--- src/rtl/niceplay_burst_gen_pkg.sv ---
// Shared definitions for the niceplay burst transmitter.
// Contents:
//   state_e  - burst FSM state encoding (IDLE, PULSE, GAP, DONE)
//   CODE_W   - width of the transmitted code
//   COUNT_W  - width of the pulse count / one-hot word (2^CODE_W)
//   GAP_W    - width of the inter-pulse gap counter
package niceplay_burst_gen_pkg;

    localparam int unsigned CODE_W  = 3;
    localparam int unsigned COUNT_W = 1 << CODE_W;
    localparam int unsigned GAP_W   = 4;

    typedef enum logic [1:0] {
        ST_IDLE  = 2'd0,
        ST_PULSE = 2'd1,
        ST_GAP   = 2'd2,
        ST_DONE  = 2'd3
    } state_e;

endpackage

--- src/rtl/niceplay_burst_gen_onehot_enc3.sv ---
// 3-bit code to 8-bit one-hot encoder; the inverse of the receiver's decoder.
// Ports:
//   code_i   [CODE_W-1:0]   code to encode
//   onehot_o [COUNT_W-1:0]  1 << code_i
module onehot_enc3
    import niceplay_burst_gen_pkg::*;
(
    input  logic [CODE_W-1:0]  code_i,
    output logic [COUNT_W-1:0] onehot_o
);

    assign onehot_o = COUNT_W'(1) << code_i;

endmodule

--- src/rtl/niceplay_burst_gen.sv ---
// Transmitter for the niceplay/contents pulse-count link. A code accepted on
// the valid/ready handshake produces exactly 2^code single-cycle niceplay
// pulses, optionally separated by GAP idle cycles, followed by a one-cycle
// done pulse.
// Parameters:
//   GAP         idle cycles between consecutive pulses (0..15)
// Ports:
//   clk         clock, rising edge
//   rst         asynchronous active-high reset
//   code_valid  requester presents a code
//   code_ready  block can accept a code (IDLE only)
//   code        code to transmit, sampled on handshake
//   niceplay    registered pulse output to the receiver
//   onehot      1 << latched code, held until the next accept
//   busy        high from the cycle after accept through DONE
//   done        single-cycle pulse after the last niceplay pulse
//
// state    | meaning
// ---------+----------------------------------------------
// ST_IDLE  | waiting for a code, code_ready high
// ST_PULSE | niceplay high this cycle, remaining decrements
// ST_GAP   | idle spacing between pulses
// ST_DONE  | done pulse, then back to idle
module niceplay_burst_gen
    import niceplay_burst_gen_pkg::*;
#(
    parameter int unsigned GAP = 0
) (
    input  logic               clk,
    input  logic               rst,
    input  logic               code_valid,
    output logic               code_ready,
    input  logic [CODE_W-1:0]  code,
    output logic               niceplay,
    output logic [COUNT_W-1:0] onehot,
    output logic               busy,
    output logic               done
);

    // Gap counter reloads with GAP-1 so that GAP cycles are spent in ST_GAP.
    localparam logic [GAP_W-1:0] GAP_RELOAD = (GAP == 0) ? '0 : GAP_W'(GAP - 1);

    state_e             state_q, state_d;
    logic [COUNT_W-1:0] remaining_q, remaining_d;
    logic [GAP_W-1:0]   gap_cnt_q, gap_cnt_d;
    logic [COUNT_W-1:0] onehot_q, onehot_d;
    logic               niceplay_q;
    logic               busy_q;
    logic               done_q;
    logic               code_ready_q;
    logic [COUNT_W-1:0] enc_word;
    logic               accept;

    onehot_enc3 u_enc (
        .code_i   (code),
        .onehot_o (enc_word)
    );

    // code_ready_q is high exactly in ST_IDLE, so the handshake needs no
    // separate state qualifier.
    assign accept = code_valid && code_ready_q;

    always_comb begin
        state_d     = state_q;
        remaining_d = remaining_q;
        gap_cnt_d   = gap_cnt_q;
        onehot_d    = onehot_q;
        case (state_q)
            ST_IDLE: begin
                if (accept) begin
                    onehot_d    = enc_word;
                    remaining_d = enc_word;
                    state_d     = ST_PULSE;
                end
            end
            ST_PULSE: begin
                remaining_d = remaining_q - COUNT_W'(1);
                if (remaining_d == '0) begin
                    state_d = ST_DONE;
                end else if (GAP == 0) begin
                    state_d = ST_PULSE;
                end else begin
                    gap_cnt_d = GAP_RELOAD;
                    state_d   = ST_GAP;
                end
            end
            ST_GAP: begin
                if (gap_cnt_q == '0) begin
                    state_d = ST_PULSE;
                end else begin
                    gap_cnt_d = gap_cnt_q - GAP_W'(1);
                end
            end
            ST_DONE: begin
                state_d = ST_IDLE;
            end
            default: begin
                state_d = ST_IDLE;
            end
        endcase
    end

    // Outputs are registered from the next state so they line up with the
    // state they describe without any input-to-output combinational path.
    always_ff @(posedge clk or posedge rst) begin
        if (rst) begin
            state_q      <= ST_IDLE;
            remaining_q  <= '0;
            gap_cnt_q    <= '0;
            onehot_q     <= '0;
            niceplay_q   <= 1'b0;
            busy_q       <= 1'b0;
            done_q       <= 1'b0;
            code_ready_q <= 1'b1;
        end else begin
            state_q      <= state_d;
            remaining_q  <= remaining_d;
            gap_cnt_q    <= gap_cnt_d;
            onehot_q     <= onehot_d;
            niceplay_q   <= (state_d == ST_PULSE);
            busy_q       <= (state_d != ST_IDLE);
            done_q       <= (state_d == ST_DONE);
            code_ready_q <= (state_d == ST_IDLE);
        end
    end

    assign code_ready = code_ready_q;
    assign niceplay   = niceplay_q;
    assign onehot     = onehot_q;
    assign busy       = busy_q;
    assign done       = done_q;

endmodule

--- config.mk ---
export PLATFORM = sky130hd
export DESIGN_NAME = niceplay_burst_gen
export DESIGN_NICKNAME = d
export VERILOG_FILES = /design/src/rtl/niceplay_burst_gen_pkg.sv /design/src/rtl/niceplay_burst_gen_onehot_enc3.sv /design/src/rtl/niceplay_burst_gen.sv
export SDC_FILE = /design/constraint.sdc
export NUM_CORES = 1
export LEC_CHECK = 0
export BUFFER_PORTS_ARGS = -buffer_cell sky130_fd_sc_hd__buf_2
export CAP_MARGIN = 20
export CORE_MARGIN = 3
export CORE_UTILIZATION = 40
export CTS_BUF_LIST = sky130_fd_sc_hd__clkbuf_16
export DETAILED_ROUTE_END_ITERATION = 8
export PLACE_DENSITY = 0.59
export SLEW_MARGIN = 40
export SYNTH_ARGS = -nofsm -noshare
export SYNTH_HDL_FRONTEND = slang
export SYNTH_SLANG_ARGS = --single-unit
--- constraint.sdc ---
create_clock -name clk -period 2 [get_ports clk]
set_input_delay 0.2 -clock clk [delete_from_list [all_inputs] [get_ports clk]]
set_output_delay 0.2 -clock clk [all_outputs]
set_load 0.01 [all_outputs]
=== Word level (Yosys, flattened, before mapping) ===
Index checks and enable logic that the tools add are counted.

* Flip-flop bits (word level): 26
* Logic and storage cells: 34
* Input bits: 6

* Eq/ne operators: 6
* Reductions and logical operators: 10
* Add/subtract/negate cells: 2
* Multiplexer cells: 6
* Shift-type cells: 1
* Bitwise logic cells: 1

{| class="wikitable"
|+ Operators with widths
! kind !! number
|-
| $pmux 8 s2 || 1
|-
| $logic_not 8->1 || 1
|-
| $mux 8 || 1
|-
| $pmux 2 s4 || 1
|-
| $shl 1x3->8 const A || 1
|-
| $sub 8x1->8 const B || 1
|-
| $eq 2x2->1 const B || 3
|-
| $mux 2 || 3
|-
| $reduce_and 2->1 || 3
|-
| $eq 2x1->1 const B || 2
|-
| $logic_not 2->1 || 2
|-
| $logic_not 4->1 || 1
|-
| $reduce_bool 2->1 || 2
|-
| $sub 4x1->4 const B || 1
|-
| $ne 2x2->1 const B || 1
|-
| $logic_and 1x1->1 || 1
|-
| $not 1->1 || 1
|}

=== Longest topological paths before layout ===
Gate-level depths: netlist (run 1).

* Depth after elaboration: 5
* Gate-level depth with buffers: 5
* Gate-level depth less buffers: 5

=== Hierarchy ===
A second synthesis (run 1) with hierarchy kept.

* Cells, all modules: 135
* Area, all modules: 1261.2 µm²

{| class="wikitable"
|+ By module, submodules not included
! module !! times used !! cells an instance !! area each (µm²)
|-
| niceplay_burst_gen || 1 || 127 || 1196.1
|-
| onehot_enc3 || 1 || 8 || 65.1
|}

=== Worst setup path before layout (run 1) ===
Ideal clock, no wire load.

* Path kind: reg-to-reg
* Start: reg remaining_q[0]
* End: reg remaining_q[4]
* Cell stages (with the launch flop): 6
* Setup time: 126 ps
* Setup slack: 509 ps
* Arrival time: 1365 ps
* Data required time: 1874 ps
* Buffers on the path: 0
* Cell sequence: dfrtp_1 inv_1 ha_1 nor3b_1 mux2i_1 a221o_1

* Cells in the longest elaborated chain, start to end: 2

{| class="wikitable"
|+ RTL lines
! item !! line !! text
|-
| start: declaration || niceplay_burst_gen.sv:44 || <nowiki>logic [COUNT_W-1:0] remaining_q, remaining_d;</nowiki>
|-
| start signal: assignment || niceplay_burst_gen.sv:117 || <nowiki>remaining_q <= remaining_d;</nowiki>
|-
| $sub 8x1->8 || niceplay_burst_gen.sv:77 || <nowiki>remaining_d = remaining_q - COUNT_W'(1);</nowiki>
|-
| $pmux 8 s2 || niceplay_burst_gen.sv:68 || <nowiki>case (state_q)</nowiki>
|}

No other way between the ends.
A chain may end at the register's enable or synchronous reset.

=== Worst setup path after layout (run 1) ===
Same ends and word-level chain as after synthesis.

==> implementation parameters, run 1 <==
Parameter                              Value

Worst setup path
  Delay-heaviest family, CP ... flip-flops
  CP Data Required Time ... about 2100 ps
  Buffers and inverters on the worst path ... 1
  Endpoint of the worst setup timing path ... remaining_q[4]
  Register-to-Register Path Depth ... 5
  Startpoint of the worst-slack reg-to-reg timing path ... remaining_q[0]
  Critical-path top delay cell ... dfrtp_1
  Register-to-register setup slack ... 300 ps
  CP cell instances ... inv_1 > ha_1 > nor3b_1 > mux2i_1 > a221o_1
  Delay of the slowest cell on the worst path ... roughly 440 ps
  CP Max Fanout ... 6
  Element type at the critical path start ... flop
  Worst reg2reg path endpoint ... remaining_q[4]
  Worst Setup Path Type ... flop to flop
  Endpoint type of the worst setup path ... flop
  Arrival @ worst endpoint ... approximately 1800 ps
  Crit path launch ... remaining_q[0]
  Critical Path Stages ... 5

Clocking
  TritonCTS clock tree ... done
  Number of buffers on the longest clock path ... 2
  Sink count of the clock tree ... 26
  Clock-pin slew reported for the worst setup and hold paths after clock tree synthesis ... 70 ps
  Post_cts resized ... 0
  CTS H-tree depth ... 1
  Root buffer selected by CTS ... clkbuf_16
  Inserted Clock Buffers ... 3
  Clock latency on the worst-skew pair ... about 260 ps

Synth
  FFs w/ async S/R, synth ... 1.000
  Most area-consuming cells after synthesis ... dfrtp_1 47%, nand2_1 3.1%, mux2i_1 3.0%, ha_1 2.8%, inv_1 2.5%
  Unique cell type count in the Yosys netlist ... 47
  Prevailing post-synth register cell ... dfrtp_1
  Number of flops mapped to enable cells by yosys ... 0
  Average size of a mapped cell ... between 10 and 15 µm²
  Share of the synthesized area in the top cell type ... 0.4717
  Yosys warning count ... 0
  Cell count after synthesis ... about 120
  Sequential-to-total area share from yosys stat ... 0.4915
  Syn Nets ... 133
  Number of synthesized register bits ... 26
  Largest area contributor in the synthesized netlist ... dfrtp_1
  Netlist area before placement ... 1326 µm²

STA
  Period utilisation layout ... 0.8501
  Final-report max-slew violation count ... 0
  Slack of the critical path ... 299.7 ps
  Final setup viols ... 0
  Setup TNS Final ... 0 ps
  Time the worst path needs with I/O delays and setup ... 1700 ps
  Tightest slew margin relative to the limit ... 0.6440
  RSZ-0062 raised after global routing ... false
  Highest achievable clock rate ... roughly 0.6 GHz
  Fin Clk Skew ... 3.563 ps
  Number of hold violations in the final report ... 0
  Worst slew pin tran ... about 530 ps

Placement
  Placed standard-cell area ... 1449 µm²
  Count of port buffers added during placement ... 17
  GP Congestion ... 0.8434
  Worst setup slack before clock tree synthesis ... between 300 and 400 ps
  HPWL Detailed ... 1.887 mm

Power and ir drop
  Leakage dissipation ... 0.7282 nW
  Largest voltage drop on the vdd net ... 0.8098 mV
  Final Total Pwr ... 2.253 mW
  PwrDens ... 1440 nW/µm²

Floorplanning
  I/O pin total ... 18
  Starting density of the core ... 0.4274
  Die area ... slightly above 4000 µm²
  Site Rows ... 20
  Area of the placeable core ... 3103 µm²
  Die X ... approximately 64 µm
  DIE HEIGHT ... 63.58 µm

Route
  Post-detailed-route via-to-cell ratio ... 5.230
  Routed wirelength normalized by instance count ... around 14 µm
  Antenna violation net count after detailed routing ... 0
  Residual DRC ... 0
  Total number of vias ... 978
  Final WL ... 2.699 mm
  Total iterations of the first detailed-routing run ... 4
  Number of design-rule violations left by the first detailed-router iteration ... 48

Outcome
  Status ... finished clean

Finish
  Number of diodes added for antenna fixing ... 0
  Area Growth Syn to Fin ... 17.92%
  Layout cell share with drive strength beyond 1 ... 0.2378
  Post-route standard cell area excluding fillers ... 1564 µm²
  Number of nets at the end of the flow ... 153
  Utilization after layout ... 0.5040

Global routing
  Via count of the first global-routing pass ... 1,011
  Overall global routing resource usage ... 0.1454
  Remaining global-route overflow ... 0
  Number of antenna violations at the first check in global routing ... 0
  Largest net degree at the start of global routing ... 27
  Global-route wire length before repair ... roughly 4.6 mm

Hold path
  Worst hold path type ... input port to flop
  Hold path start ... code[2]

Run
  Maxcap violations ... 0
## state kept, by name, indices dropped and copies added, names as in the netlist
register and cells:
remaining_q 8, niceplay 1, gap_cnt_q 4, state_q 2
done 1, code_ready 1, busy 1, onehot 8
## how the worst min path moves through the flow
stage                endpoint  slack [ps]  cells after the start
finish              onehot[7]         280                      3
global route        onehot[1]         300                      3
CTS                 onehot[7]         280                      3
detailed placement       busy         280                      3
global placement         busy         270                      3
floorplan                busy         240                      1
## power breakdown
group	internal [mW]	switching (mW)
Combinational	0.352	0.410
Clock	0.398	0.182
Sequential	0.733	0.177
Total	1.48	0.769
## what timing repair did
item                      CTS  global route
hold endpoints to repair   25             0
hold buffers                1             0
buffers inserted            0             0
## Yosys cell counts (all sizes together), types with 4 or more instances
cell / number
buf: 4
nor3: 6
o21ai: 5
mux2i: 4
nor2b: 4
nor2: 4
inv: 9
nand2: 11
nand3b: 4
dfrtp: 25
## cell families (layout without fill, tap and decap cells)
| family | count (synthesis) | after routing | share of synthesized area |
|---|---|---|---|
| AO/OA/AOI/OAI | 21 | 21 | 0.1132 |
| XOR/XNOR | 4 | 4 | 0.02642 |
| adder cells (fa/ha/maj) | 3 | 3 | 0.02830 |
| buffers and inverters | 14 | 33 | 0.05000 |
| flip-flops | 26 | 26 | 0.4915 |
| multiplexers | 7 | 7 | 0.05566 |
| AND/OR/NAND/NOR | 49 | 49 | 0.2349 |
## worst min-delay path: stages
cell,delay (ps)
buf_2,130
nand3_1,100
o21ai_0,70
## cell type report
cell class	instances	area (µm²)
clock buffers	3	75.07
clock inverters	1	30.03
fillers	303	1539
inverters	9	33.78
multi-input cells	84	608.1
flip-flops and latches	26	651.9
well taps	44	55.05
repair buffers	20	110.1
## routing by layer
layer  up-vias  GRT usage  routed length [µm]
met5         -          0                   0
met4         0    0.03235                  27
met3         4    0.04100                 114
met2        31     0.2529                1284
met1       460     0.1773                1273
li1        483          -                   -
## stage by stage
step	hold slack, ps	cells
6_report	284.4	187
2_1_floorplan	239.3	124
4_1_cts	277.8	187
3_3_place_gp	268.5	182
5_1_grt	300.9	187
3_5_place_dp	276.8	182
## cells in the final DEF, fill, tap and decap left out, types with 2 or more instances in the layout
master,instances
buf_4,2
mux2_2,3
nor3b_1,2
o21ai_0,5
a211oi_1,3
mux2i_1,4
ha_1,3
nand3_1,3
o211ai_1,3
xor2_1,2
xnor2_1,2
nor3_1,5
nand2_1,11
nor4_1,2
dfrtp_1,25
nand3b_1,4
clkbuf_16,3
nor2_1,4
nor2b_1,3
buf_2,17
inv_1,9
a21o_1,2
No activity file was read; power rests on OpenSTA's default activity.
==> run 2: changes to the inputs <==
--- a/config.mk
+++ b/config.mk
@@ -5,11 +5,13 @@
 export SDC_FILE = /design/constraint.sdc
 export NUM_CORES = 1
 export LEC_CHECK = 0
+export ABC_AREA = 1
 export BUFFER_PORTS_ARGS = -buffer_cell sky130_fd_sc_hd__buf_2
 export CAP_MARGIN = 20
 export CORE_MARGIN = 3
 export CORE_UTILIZATION = 40
 export CTS_BUF_LIST = sky130_fd_sc_hd__clkbuf_16
+export CTS_CLUSTER_DIAMETER = 100
 export DETAILED_ROUTE_END_ITERATION = 8
 export PLACE_DENSITY = 0.59
 export SLEW_MARGIN = 40
==> implementation parameters, run 2 <==
Parameter                              Value

Worst setup path
  Register-to-register setup slack ... 430 ps
  Delay of the slowest cell on the worst path ... 530 ps
  CP dominant cell by count ... nand2_1
  CP cell instances ... nand2_1 > nor2_4 > nand2_1 > inv_1 > nand4_1 > o221ai_1
  Worst Setup Path Type ... flop to flop
  Arrival @ worst endpoint ... 1750 ps
  Element type at the critical path start ... flop
  Delay-heaviest family, CP ... simple AND/OR/NAND/NOR gates
  Critical-path top delay cell ... dfstp_2
  Endpoint type of the worst setup path ... flop
  Startpoint of the worst-slack reg-to-reg timing path ... code_ready
  CP Data Required Time ... 2180 ps
  Register-to-Register Path Depth ... 6
  Worst reg2reg path endpoint ... remaining_q[1]
  CP Max Fanout ... 14
  Buffers and inverters on the worst path ... 1

Synth
  Netlist area before placement ... 1308 µm²
  Most common cell in the netlist ... nand2_1
  Number of synthesized register bits ... 26
  Syn Nets ... 161
  Sequential-to-total area share from yosys stat ... 0.4986
  Unique cell type count in the Yosys netlist ... 23
  FFs w/ async S/R, synth ... 1.000
  Number of flops mapped to enable cells by yosys ... 0
  Yosys warning count ... 0
  Largest area contributor in the synthesized netlist ... dfrtp_1
  Most area-consuming cells after synthesis ... dfrtp_1 48%, nand2_1 8.9%, inv_1 8.0%, o21ai_0 5.7%, nand3_1 3.4%
  Post-synth top cells ... 31 x nand2_1, 28 x inv_1, 25 x dfrtp_1
  Share of the synthesized area in the top cell type ... 0.4785
  Average size of a mapped cell ... 8.602 µm²
  Cell count after synthesis ... 152
  Prevailing post-synth register cell ... dfrtp_1

Floorplanning
  Site Rows ... 20
  Die area ... 3991 µm²
  DIE HEIGHT ... 63.18 µm
  Area of the placeable core ... slightly above 3000 µm²
  Starting density of the core ... 0.4248
  Die X ... 63.18 µm
  I/O pin total ... 18

Finish
  Area Growth Syn to Fin ... 16.84%
  Most common library cell in the layout ignoring fill and taps ... nand2_1
  Non-filler cells in the finished layout ... around 220
  Layout cell share with drive strength beyond 1 ... 0.1965
  Fill cells ... roughly 310
  Leading cell types in the layout, fill and taps excluded ... 31 x nand2_1, 28 x inv_1, 25 x dfrtp_1
  Number of diodes added for antenna fixing ... 0
  Number of nets at the end of the flow ... 183

Clocking
  Hold_buf cts ... 1
  TritonCTS clock tree ... done
  Inserted Clock Buffers ... 3
  Number of buffers on the longest clock path ... 2
  Root buffer selected by CTS ... clkbuf_16
  Post_cts resized ... 0
  Setup repair bufs after CTS ... 0
  Sink count of the clock tree ... 26
  Clock latency on the worst-skew pair ... approximately 260 ps
  CTS H-tree depth ... 1
  Clock-pin slew reported for the worst setup and hold paths after clock tree synthesis ... 60 ps

STA
  Final setup viols ... 0
  Period utilisation layout ... 0.7855
  Worst slew pin tran ... 488.3 ps
  Time the worst path needs with I/O delays and setup ... 1571 ps
  Tightest slew margin relative to the limit ... 0.6741
  Fin Clk Skew ... 3.619 ps
  Slack of the critical path ... 428.9 ps
  Highest achievable clock rate ... 0.6365 GHz
  Final-report max-slew violation count ... 0
  Setup TNS Final ... 0 ps
  RSZ-0062 raised after global routing ... false
  Number of hold violations in the final report ... 0

Power and ir drop
  PwrDens ... 658.4 nW/µm²
  Largest voltage drop on the vdd net ... about 0.43 mV
  Clock share of power ... 0.449
  Final Total Pwr ... 1.006 mW
  Combinational share of power ... 0.029
  Sw Share ... 0.2026
  Leakage dissipation ... between 0.8 and 0.9 nW
  Internal Pwr Total ... 0.8020 mW
  Sw Pwr ... 0.2038 mW
  Sequential share of power ... 0.523

Placement
  GP Congestion ... around 0.95
  Count of port buffers added during placement ... 17
  Number of placed instances with taps included ... 212
  Worst setup slack before clock tree synthesis ... 442.4 ps
  HPWL Detailed ... 2.051 mm

Run
  Maxcap violations ... 0

Global routing
  Overall global routing resource usage ... 0.1537
  Global-route wire length before repair ... 4.767 mm
  Number of antenna violations at the first check in global routing ... 0
  Remaining global-route overflow ... 0
  Largest net degree at the start of global routing ... 15
  Via count of the first global-routing pass ... ~1,100

Hold path
  Hold path start ... code[1]
  Worst hold path type ... input port to flop
  Worst min-delay path endpoint ... onehot[0]
  Instance count along the most critical hold path ... 4

Route
  Number of design-rule violations left by the first detailed-router iteration ... 66
  Residual DRC ... 0
  Total iterations of the first detailed-routing run ... 4
  Routed wirelength normalized by instance count ... 12.36 µm
  Final WL ... 2.683 mm
  Total number of vias ... 1,043
  Antenna violation net count after detailed routing ... 0
  Post-detailed-route via-to-cell ratio ... between 4 and 5

Outcome
  Status ... finished clean
## run 2: how the worst max path moves through the flow
stage / startpoint / end / slack (ps) / cells after the start
floorplan: remaining_q[0] / niceplay / 650 / 9
global placement: code_ready / remaining_q[1] / 450 / 6
detailed placement: code_ready / remaining_q[1] / 440 / 6
CTS: code_ready / remaining_q[1] / 420 / 6
global route: code_ready / remaining_q[4] / 250 / 6
finish: code_ready / remaining_q[1] / 430 / 6
## run 2: power groups by stage
| stage | Combinational [mW] | Clock, mW | Sequential, mW |
|---|---|---|---|
| 5_1_grt | 0.0337 | 0.488 | 0.525 |
| 3_5_place_dp | 0.0279 | 0 | 0.536 |
| 3_3_place_gp | 0.0269 | 0 | 0.536 |
| 2_1_floorplan | 0.0132 | 0 | 0.536 |
| 6_report | 0.0287 | 0.451 | 0.526 |
| 4_1_cts | 0.0294 | 0.463 | 0.526 |
## run 2: kinds of logic after synthesis
group | Yosys count | synth area share
and+or+nand+nor | 61 | 0.2316
buffers and inverters | 30 | 0.09282
AOI/OAI and AO/OA | 26 | 0.1081
DFF | 26 | 0.4986
xor gates and xnor gates | 6 | 0.04019
adders and majority gates | 3 | 0.02871
## run 2: cell type report
class                           instances  area, µm²  share of cell area
Inverter                               28      105.1             0.06880
Sequential cell                        26      651.9              0.4267
Timing Repair Buffer                   19      102.6             0.06716
Clock buffer                            3      75.07             0.04914
Tap cell                               44      55.05             0.03604
Clock inverter                          1      3.754            0.002457
Multi-Input combinational cell         96      534.3              0.3497
## run 2: per-stage QoR
stage                     area, µm²    util  hold slack, ps
after floorplan                1308       -           239.3
after detailed placement       1439  0.4675           240.5
after CTS                      1528  0.4963           272.0
final                          1528  0.4963           274.8
after global placement         1439  0.4675           231.1
after global routing           1528  0.4963           305.3
## run 2: worst reg2reg max path: cells and delay by family (launching register included)
family                 cells  cell delay, ps
buffers and inverters      1             210
AOI/OAI and AO/OA          1             110
and+or+nand+nor            4             650
DFF                        1             530
## run 2: routing by layer
layer  GRT usage  share of wire
met1      0.1898           0.45
met2      0.2596           0.48
met3     0.03743          0.043
met4     0.05660          0.018
met5           0              0
==> run 3: changes to the inputs <==
--- a/config.mk
+++ b/config.mk
@@ -13,7 +13,7 @@
 export CTS_BUF_LIST = sky130_fd_sc_hd__clkbuf_16
 export CTS_CLUSTER_DIAMETER = 100
 export DETAILED_ROUTE_END_ITERATION = 8
-export PLACE_DENSITY = 0.59
+export PLACE_DENSITY = 0.61
 export SLEW_MARGIN = 40
 export SYNTH_ARGS = -nofsm -noshare
 export SYNTH_HDL_FRONTEND = slang
==> constraint.sdc (replaced) <==
create_clock -name clk -period 1.32 [get_ports clk]
set_input_delay 0.132 -clock clk [delete_from_list [all_inputs] [get_ports clk]]
set_output_delay 0.132 -clock clk [all_outputs]
set_load 0.01 [all_outputs]
==> implementation parameters, run 3 (synthesized netlist as in run 2, its figures left out) <==
Parameter                              Value

Route
  Total number of vias ... 1,136
  Final WL ... 2.918 mm
  Residual DRC ... 0
  Total iterations of the first detailed-routing run ... 4
  Routed wirelength normalized by instance count ... 12.16 µm
  Number of design-rule violations left by the first detailed-router iteration ... 35
  Antenna violation net count after detailed routing ... 0
  Post-detailed-route via-to-cell ratio ... around 4.7

Global routing
  Global-route wire length before repair ... 4.981 mm
  Met3 GRT Util ... 0.04635
  Met1 GRT Util ... 0.2096
  Overall global routing resource usage ... 0.1560
  Largest net degree at the start of global routing ... 27
  Via count of the first global-routing pass ... 1,096
  Met2 track demand over resource ... 0.2451
  Global-route layer with the greatest usage ... met2
  Remaining global-route overflow ... 0
  Number of antenna violations at the first check in global routing ... 0

Finish
  Number of nets at the end of the flow ... 206
  Layout cell share with drive strength beyond 1 ... 0.4082
  Post-route standard cell area excluding fillers ... between 1500 and 2000 µm²
  Utilization after layout ... 0.5894
  Leading cell types in the layout, fill and taps excluded ... 24 x dfrtp_1, 23 x nand2_1, 21 x inv_1
  Number of diodes added for antenna fixing ... 0
  Area Growth Syn to Fin ... 38.76%
  Most common library cell in the layout ignoring fill and taps ... dfrtp_1

STA
  Final setup viols ... 4
  Slack of the critical path ... -70.36 ps
  Highest achievable clock rate ... 0.7192 GHz
  Tightest slew margin relative to the limit ... 0.7778
  Final-report max-slew violation count ... 0
  Period utilisation layout ... 1.053
  Time the worst path needs with I/O delays and setup ... 1390 ps
  Fin Clk Skew ... 5.060 ps
  Worst slew pin tran ... 333.3 ps
  Number of hold violations in the final report ... 0
  RSZ-0062 raised after global routing ... true

Power and ir drop
  Final Total Pwr ... 1.522 mW
  Leakage dissipation ... about 0.93 nW
  Largest voltage drop on the vdd net ... 0.4185 mV
  PwrDens ... 839.0 nW/µm²

Worst setup path
  CP Data Required Time ... roughly 1500 ps
  Arrival @ worst endpoint ... 1550 ps
  Endpoint type of the worst setup path ... flop
  Worst Setup Path Type ... flop to flop
  CP Max Fanout ... 3
  Element type at the critical path start ... flop

Clocking
  Clock latency on the worst-skew pair ... 260 ps
  Number of buffers on the longest clock path ... 2
  Clock-pin slew reported for the worst setup and hold paths after clock tree synthesis ... around 70 ps
  Root buffer selected by CTS ... clkbuf_16
  CTS H-tree depth ... 1
  TritonCTS clock tree ... done
  Sink count of the clock tree ... 26
  Inserted Clock Buffers ... 3

Floorplanning
  Starting density of the core ... 0.4248
  DIE HEIGHT ... 63.18 µm
  Site Rows ... 20
  Die area ... between 3000 and 4000 µm²
  I/O pin total ... 18
  Area of the placeable core ... 3078 µm²
  Die X ... 63.18 µm

Placement
  Count of port buffers added during placement ... 17
  Placed standard-cell area ... 1536 µm²
  HPWL Detailed ... 2.103 mm
  GP Congestion ... 0.8587

Run
  Maxcap violations ... 0

Outcome
  Status ... finished with violations
  Failing checks ... setup timing

Hold path
  Worst hold path type ... input port to flop
==> run 3: changes by cell type in the layout (fill, tap and decap cells not counted), sizes merged <==
| cell | change |
|---|---|
| buf | +23 |
| clkinvlp | +1 |
| inv | -1 |
==> run 3: per-layer routing <==
layer,part of all wire,vias up
met5,0,-
met2,0.48,21
met1,0.45,537
met4,0.0089,0
met3,0.057,5
li1,-,573
==> run 3: final cells by class <==
type                            count  area, µm²
Clock buffer                        3      75.07
Clock inverter                      1      3.754
Fill cell                         289       1264
Inverter                           28      108.9
Multi-Input combinational cell     96      624.3
Sequential cell                    26      653.1
Tap cell                           44      55.05
Timing Repair Buffer               42      294.0
==> run 3: timing repair <==
action / in CTS / in global routing
gates resized for setup: 7 / 39
hold buffers: 1 / 0
pin swaps: 0 / 8
setup endpoints to repair: 3 / 23
buffers inserted: 0 / 10
endpoints found under the hold margin: 25 / 0
==> run 3: power by group <==
| part | switching, mW | internal, mW | leakage [nW] |
|---|---|---|---|
| logic | 0.0319 | 0.0126 | 0.574 |
| clock network | 0.275 | 0.406 | 0.0385 |
| registers | 0 | 0.797 | 0.319 |
| total | 0.307 | 1.22 | 0.932 |
==> run 3: metrics by stage <==
step / hold WS (ps) / setup TNS [ps] / worst slack, ps / std cells
after detailed placement: 202.7 / -113.3 / -60.01 / 225
after CTS: 206.5 / -90.66 / -81.09 / 230
after floorplan: 171.3 / 0 / 2.449 / 152
after global placement: 196.8 / -53.55 / -53.55 / 225
final: 211.2 / -141.3 / -70.36 / 240
after global routing: 270.2 / -1234 / -180.7 / 240
==> run 3: worst paths after layout <==
check	startpoint	to	slack [ps]	depth (start not counted)
max in group asynchronous	rst	code_ready	560	4
worst max-delay path	remaining_q[1]	niceplay	-70	10
worst min register to register	onehot[0]	onehot[0]	470	2
worst min-delay path	code[1]	onehot[0]	210	4
worst max register to register	remaining_q[1]	niceplay	-70	10
min in group asynchronous	rst	onehot[7]	460	4
==> run 3: critical path, cell delays in order, from the launching register on <==
cell and delay (ps):
dfrtp_1 400, inv_2 80, ha_4 170, nand2_2 100, nand3_2 100, nor2_2 100, nand2_1 70, nor2_2 90
nand3_2 80, nand2_2 70, nor2_1 40
